## src/rtl/m68k_bus_pkg.sv

```systemverilog
// Shared types and constants for the 68000 bus target: FSM state encoding,
// function-code decode and byte-enable bit positions.
package m68k_bus_pkg;

    typedef enum logic [2:0] {
        ST_IDLE,
        ST_STROBE,
        ST_MEM,
        ST_ACK,
        ST_IACK,
        ST_ERR,
        ST_DRAIN
    } state_t;

    localparam logic [2:0] FC_IACK  = 3'b111;
    localparam int         BE_UPPER = 1;
    localparam int         BE_LOWER = 0;
    localparam int         TMR_W    = 10;   // wide enough for TIMEOUT_CYCLES up to 1023

    function automatic logic [1:0] strobe_be(input logic uds_n, input logic lds_n);
        logic [1:0] be;
        be           = '0;
        be[BE_UPPER] = ~uds_n;
        be[BE_LOWER] = ~lds_n;
        return be;
    endfunction

endpackage

```

## src/rtl/m68k_berr_timer.sv

```systemverilog
// Bus-error watchdog: counts clk cycles from start and flags expired after
// TIMEOUT_CYCLES edges. Only instantiated when TGT_BERR_TIMEOUT_EN is defined.
module m68k_berr_timer
    import m68k_bus_pkg::*;
#(
    parameter int TIMEOUT_CYCLES = 255
) (
    input  logic clk,
    input  logic reset,
    input  logic start,
    input  logic clear,
    output logic expired
);

    logic [TMR_W-1:0] count;
    logic             running;

    // count is 0 on the cycle after start, so the owner sees expired during
    // cycle TIMEOUT_CYCLES-1 and reacts on the TIMEOUT_CYCLES-th edge.
    assign expired = running && (count == TMR_W'(TIMEOUT_CYCLES - 1));

    always_ff @(posedge clk) begin
        if (reset) begin
            running <= 1'b0;
            count   <= '0;
        end else if (start) begin
            running <= 1'b1;
            count   <= '0;
        end else if (clear) begin
            running <= 1'b0;
            count   <= '0;
        end else if (running && !expired) begin
            count <= count + 1'b1;
        end
    end

endmodule

```

## src/rtl/m68k_bus_target.sv

```systemverilog
// 68000 asynchronous-bus target bridging to a req/ack memory port.
// Optional bus-error timeout enabled by defining TGT_BERR_TIMEOUT_EN.
module m68k_bus_target
    import m68k_bus_pkg::*;
#(
    parameter int TIMEOUT_CYCLES = 255
) (
    input  logic        clk,
    input  logic        reset,
    input  logic        as_n,
    input  logic        rw_n,
    input  logic        uds_n,
    input  logic        lds_n,
    input  logic [2:0]  fc,
    input  logic [22:0] addr,
    input  logic [15:0] wdata,
    output logic [15:0] rdata,
    output logic        dtack_n,
    output logic        vpa_n,
    output logic        berr,
    output logic        mem_req,
    output logic        mem_we,
    output logic [22:0] mem_addr,
    output logic [1:0]  mem_be,
    output logic [15:0] mem_wdata,
    input  logic [15:0] mem_rdata,
    input  logic        mem_ack
);

    if (TIMEOUT_CYCLES < 4 || TIMEOUT_CYCLES > 1023) begin : g_bad_timeout
        $error("m68k_bus_target: TIMEOUT_CYCLES must be in 4..1023");
    end

    state_t state;
    logic   strobe_low;
    logic   timeout;

    assign strobe_low = !(uds_n && lds_n);

`ifdef TGT_BERR_TIMEOUT_EN
    logic timer_start;
    logic timer_clear;

    // Restart on every entry into STROBE or MEM; start wins over clear.
    assign timer_start = !as_n && (((state == ST_IDLE) && (fc != FC_IACK)) ||
                                   ((state == ST_STROBE) && strobe_low));
    assign timer_clear = (state != ST_STROBE) && (state != ST_MEM);

    m68k_berr_timer #(
        .TIMEOUT_CYCLES(TIMEOUT_CYCLES)
    ) u_berr_timer (
        .clk    (clk),
        .reset  (reset),
        .start  (timer_start),
        .clear  (timer_clear),
        .expired(timeout)
    );
`else
    assign timeout = 1'b0;
`endif

    // NOTE: all state and outputs are registered with non-blocking assignments
    // so every branch below sees the pre-edge values of its peers.
    always_ff @(posedge clk) begin
        if (reset) begin
            state     <= ST_IDLE;
            rdata     <= '0;
            dtack_n   <= 1'b1;
            vpa_n     <= 1'b1;
            berr      <= 1'b0;
            mem_req   <= 1'b0;
            mem_we    <= 1'b0;
            mem_addr  <= '0;
            mem_be    <= '0;
            mem_wdata <= '0;
        end else begin
            case (state)
                ST_IDLE: begin
                    if (!as_n) begin
                        if (fc == FC_IACK) begin
                            vpa_n <= 1'b0;
                            state <= ST_IACK;
                        end else if (strobe_low) begin
                            mem_addr  <= addr;
                            mem_be    <= strobe_be(uds_n, lds_n);
                            mem_wdata <= wdata;
                            mem_we    <= ~rw_n;
                            mem_req   <= 1'b1;
                            state     <= ST_MEM;
                        end else begin
                            state <= ST_STROBE;
                        end
                    end
                end
                ST_STROBE: begin
                    if (as_n) begin
                        state <= ST_IDLE;
                    end else if (strobe_low) begin
                        mem_addr  <= addr;
                        mem_be    <= strobe_be(uds_n, lds_n);
                        mem_wdata <= wdata;
                        mem_we    <= ~rw_n;
                        mem_req   <= 1'b1;
                        state     <= ST_MEM;
                    end else if (timeout) begin
                        berr  <= 1'b1;
                        state <= ST_ERR;
                    end
                end
                ST_MEM: begin
                    // An ack coinciding with timeout still completes normally;
                    // an ack coinciding with as_n release completes silently.
                    if (mem_ack) begin
                        mem_req <= 1'b0;
                        if (!as_n) begin
                            if (!mem_we) rdata <= mem_rdata;
                            dtack_n <= 1'b0;
                            state   <= ST_ACK;
                        end else begin
                            state <= ST_IDLE;
                        end
                    end else if (as_n) begin
                        state <= ST_DRAIN;
                    end else if (timeout) begin
                        mem_req <= 1'b0;
                        berr    <= 1'b1;
                        state   <= ST_ERR;
                    end
                end
                ST_ACK: begin
                    if (as_n) begin
                        dtack_n <= 1'b1;
                        state   <= ST_IDLE;
                    end
                end
                ST_IACK: begin
                    if (as_n) begin
                        vpa_n <= 1'b1;
                        state <= ST_IDLE;
                    end
                end
                ST_ERR: begin
                    if (as_n) begin
                        berr  <= 1'b0;
                        state <= ST_IDLE;
                    end
                end
                ST_DRAIN: begin
                    if (mem_ack) begin
                        mem_req <= 1'b0;
                        state   <= ST_IDLE;
                    end
                end
                default: state <= ST_IDLE;
            endcase
        end
    end

endmodule

```

## config.mk

```make
export PLATFORM = sky130hd
export DESIGN_NAME = m68k_bus_target
export DESIGN_NICKNAME = d
export VERILOG_FILES = /design/src/rtl/m68k_bus_pkg.sv /design/src/rtl/m68k_berr_timer.sv /design/src/rtl/m68k_bus_target.sv
export SDC_FILE = /design/constraint.sdc
export NUM_CORES = 1
export LEC_CHECK = 0
export ABC_CLOCK_PERIOD_IN_PS = 1610
export BUFFER_PORTS_ARGS = -buffer_cell sky130_fd_sc_hd__buf_2
export CORE_MARGIN = 2
export CORE_UTILIZATION = 41
export CTS_BUF_LIST = sky130_fd_sc_hd__clkbuf_16
export DETAILED_ROUTE_END_ITERATION = 8
export PLACE_DENSITY_LB_ADDON = 0.1
export SYNTH_ARGS = -nofsm -noshare
export SYNTH_HDL_FRONTEND = slang
export SYNTH_HIERARCHICAL = 1
export SYNTH_SLANG_ARGS = --single-unit
```

## constraint.sdc

```tcl
create_clock -name clk -period 1.61 [get_ports clk]
set_input_delay 0.2415 -clock clk [delete_from_list [all_inputs] [get_ports clk]]
set_output_delay 0.2415 -clock clk [all_outputs]
set_load 0.05 [all_outputs]
```

# Word-level counts from Yosys, hierarchy flattened
# Index checks and enable logic that the tools add are counted.
word_totals:
  ff_bits: 64
  inputBits: 65
  output_inout_bits: 62
classes:
  n_eq_ne: 20
  n_mux: 44
  n_bitwise: 5
  reduce_logical: 14
op_table:
  columns: ["op", "count"]
  rows:
  - ["2-to-1 mux 23 bit", 4]
  - ["2-to-1 mux 16 bit", 4]
  - ["one-hot mux 23 bit (2 select lines)", 1]
  - ["one-hot mux 16 bit (2 select lines)", 1]
  - ["2-to-1 mux 3 bit", 8]
  - ["inequality test 2 bit (second input constant)", 9]
  - ["AND reduction 4 bit", 4]
  - ["one-hot mux 3 bit (5 select lines)", 1]
  - ["2-to-1 mux 1 bit", 14]
  - ["== test 3 bit (second input constant)", 4]
  - ["2-to-1 mux 2 bit", 6]
  - ["AND reduction 5 bit", 2]
  - ["== test 3 x 2 -> 1 bit (second input constant)", 2]
  - ["inequality test 3 bit (second input constant)", 2]
  - ["one-hot mux 1 bit (2 select lines)", 3]
  - ["nonzero test 2 bit", 3]
  - ["NOT 1 bit", 5]
  - ["inequality test 2 x 1 -> 1 bit (second input constant)", 2]
  - ["one-hot mux 2 bit (2 select lines)", 1]
  - ["== test 3 x 1 -> 1 bit (second input constant)", 1]
  - ["logical NOT 3 bit", 1]
  - ["one-hot mux 1 bit (3 select lines)", 1]
  - ["nonzero test 3 bit", 1]
  - ["OR reduction 3 bit", 1]
  - ["other kinds (2)", 2]

# Longest topological paths before layout
depth:
  word_depth: 5
  ltp_mapped: 6
  depth_no_buf: 4

# Worst setup path after synthesis
# No wires, ideal clock.
synth_timing:
  kind: "flip-flop to flip-flop"
  startpoint: "reg state[2]"
  endpoint: "reg rdata[0]"
  setup_ps: 132
  t_arrival_ps: 1487
  setup_slack_ps: -9
  stages_incl_launch_ff: 7
  path_buffers: 2
  synth_period_minus_slack_ps: 1619
  path_cell_list: "dfxtp_1 or2_2 or4_1 clkbuf_2 buf_6 nand2_1 a21oi_1"
synth_between:
  elab_chain_len: 2
synth_lines:
  columns: ["element", "line_no", "rtl"]
  rows:
  - ["start, declared", "m68k_bus_target.sv:34", "state_t state;"]
  - ["start signal, assigned", "m68k_bus_target.sv:66", "state <= ST_IDLE;"]
  - ["start signal, assigned", "m68k_bus_target.sv:82", "state <= ST_IACK;"]
  - ["start signal, assigned", "m68k_bus_target.sv:89", "state <= ST_MEM;"]
  - ["== test 3 x 2 -> 1 bit", "m68k_bus_target.sv:77", "case (state)"]
  - ["AND reduction 4 bit (no source line)", null, null]
  - ["end signal, assigned", "m68k_bus_target.sv:116", "if (!mem_we) rdata <= mem_rdata;"]
  - ["end, declared", "m68k_bus_target.sv:17", "output logic [15:0] rdata,"]
# No other way between the ends.
# A chain may end at the register's enable or synchronous reset.

# Final worst setup path
layout_timing:
  startpoint: "reg state[2]"
  endpoint: "reg rdata[5]"
# The elaborated chain is that of the path after synthesis.

==> flow_summary.toml <==
[layout]
n_antenna_cell = 0
register_area_um2 = 1280
drive_above_1_share = 0.374
multi_input_area_um2 = 1100
area_growth_pct = 41.6
final_nets = 509
instances_no_fill = 522
fillers = 573

[die]
fp-row-count = 28
die_y_um = 82.3
die_area_um2 = 6780
dieWidth_um = 82.3
coreArea_um2 = 5920
start_util = 0.425
io_pins = 127

[sta]
hold_ws_ns = 0.0925
slew_viol_final = 0
hold_viol_final = 0
finalSetupViolCount = 0
fin_worst_skew_ns = 0.00421
period_needed_ns = 1.55
grt_setup_unrepaired = "yes"
period_share = 0.961
max_clock_freq_ghz = 0.646

[yosys]
ys_seq_area_frac = 0.509
ys_async_sr_fraction = 0
synthFlopType = "dfxtp_1"
synth_top_area_frac = 0.509
synthCells = 313
synth_enable_flop_cells = 0
synth_cell_types = 41
synth_top_area_cell = "dfxtp_1"
syn-cell-area_um2 = 2510
ys_warn_count = 6
synth.area.top_cells = "dfxtp_1, nand2_1, a21oi_1"
avgSynthCellArea_um2 = 8.03
ys_ff_latch = 64
syn-num-nets = 378

[clocking]
htree_levels = 3
cts_tree = "done"
cts-root-buf = "clkbuf_16"
postCtsHoldBufs = 0
clk_pin_slew_worst_paths_ns = 0.05
clock_path_buffers = 2
cts_resized = 0
clk-insertion-delay-late_ns = 0.32
cts_setup_buffers = 0
clock-sinks = 64
cts_buffers = 9

[drt]
firstDrtPassIters = 5
drt-initial-drc-count = 90
routed_via_density = 4.86
vias = 2536
wl_per_cell_um = 12.6
antenna_left = 0
drcViolationCount = 0
wl_um = 6570

[power]
power_density_nw_per_um2 = 1740
ir_drop_mv = 0.920
total_power_w = 0.00619
p_leak_nw = 1.63

[flow_run]
cap_violations = 0

[min_path]
hold_path_class = "in2reg"

[grt]
grt_overflow = 0
use_met2 = 0.306
antenna_found_initial = 0
met3_usage = 0.0500
grt_start_max_net_pins = 28
grt_usage = 0.192
grt_pass1_vias = 2145
grt_pass1_wl_um = 9870
gr-max-usage-layer = "met2"
grt.met1_usage = 0.240

[setup_path]
worst_ep_arrival_time_ns = 1.74
path_max_fanout = 16
crit_path_end_kind = "register"
critPathKind = "reg2reg"
cp_data_required_time_ns = 1.81
cp-start-kind = "register"

[placement]
post-dp-hpwl_um = 4780
place_inst = 508
gp_congestion = 0.797
numPortBuffers = 125

[run_status]
status = "finished, final reports clean"
-- per-stage QoR --
step / area, um^2 / utilization / setup TNS (ns) / setup slack (ns)
after floorplan: 2530 / - / 0 / 0.0526
after global placement: 3270 / 0.553 / 0 / 0.0416
after detailed placement: 3270 / 0.553 / 0 / 0.00872
after CTS: 3550 / 0.600 / 0 / 0.0108
after global routing: 3560 / 0.602 / -0.0106 / -0.00685
final: 3560 / 0.602 / 0 / 0.0625
-- where the power goes --
part / switching (W) / internal (W)
clock: 0.000638 / 0.00117
combinational: 0.00157 / 0.000787
sequential: 0.000174 / 0.00185
-- cell usage after synthesis (all sizes together), types with 2 or more instances --
cell type	count
clkbuf	15
nand3	2
dfxtp	64
a21boi	2
a211oi	3
buf	9
nor2	6
o21ai	4
nand2	116
and2	2
a21oi	61
nor2b	3
a221oi	2
nor3b	2
nor3	2
-- kinds of logic (layout without fill, tap and decap cells) --
group,count (synthesis),count (layout),share of synthesized area
simple gates,141,141,0.237
buf+inv,25,159,0.0552
other cells,1,1,0.00149
flops,64,64,0.509
mux,1,1,0.00398
compound gates,81,81,0.193
-- area by class of cell --
| type | instances | share of cell area |
|---|---|---|
| multi-input combinational | 224 | 0.310 |
| inverter | 1 | 0.00105 |
| tap | 75 | 0.0263 |
| clock inverter | 5 | 0.0140 |
| timing repair buffer | 144 | 0.225 |
| sequential | 64 | 0.361 |
| clock buffer | 9 | 0.0632 |
-- cell usage in the layout (no fill, tap or decap), types with 2 or more instances in the layout --
cell and instances:
and2_1 2, buf_6 2, a21oi_1 61, nor3b_1 2, buf_2 125, a211oi_1 3
clkbuf_16 9, nand2_1 116, a221oi_1 2, nor2_1 6, nand3_1 2, nor3_1 2
buf_12 2, buf_4 15, clkinv_2 4, nor2b_1 3, dfxtp_2 3, dfxtp_1 61
o21ai_0 3
-- worst max-delay path: stages, from the launching register on --
cell and delay (ns):
dfxtp_2 0.35, or2_4 0.28, or4_1 0.48, buf_6 0.17
nand2_1 0.08, a21oi_1 0.06
-- sequential cells by signal, summed over array words and instances, names as in the netlist --
| signal | count |
|---|---|
| mem_addr | 23 |
| mem_wdata | 16 |
| rdata | 16 |
| state | 3 |
| mem_be | 2 |
| dtack_n | 1 |
| mem_req | 1 |
| mem_we | 1 |
| vpa_n | 1 |
-- worst paths after layout --
path              startpoint        to  slack [ns]  cells past startpoint
hold / removal          rw_n    mem_we        0.09                      2
setup / recovery    state[2]  rdata[5]        0.06                      5
setup reg to reg    state[2]  rdata[5]        0.06                      5
hold reg to reg     rdata[0]  rdata[0]        0.45                      2
-- routing by layer --
metal / vias up / share of wire
li1: 1302 / -
met1: 1137 / 0.44
met2: 91 / 0.47
met3: 6 / 0.079
met4: 0 / 0.0091
met5: - / 0
No activity file was read; power rests on OpenSTA's default activity.
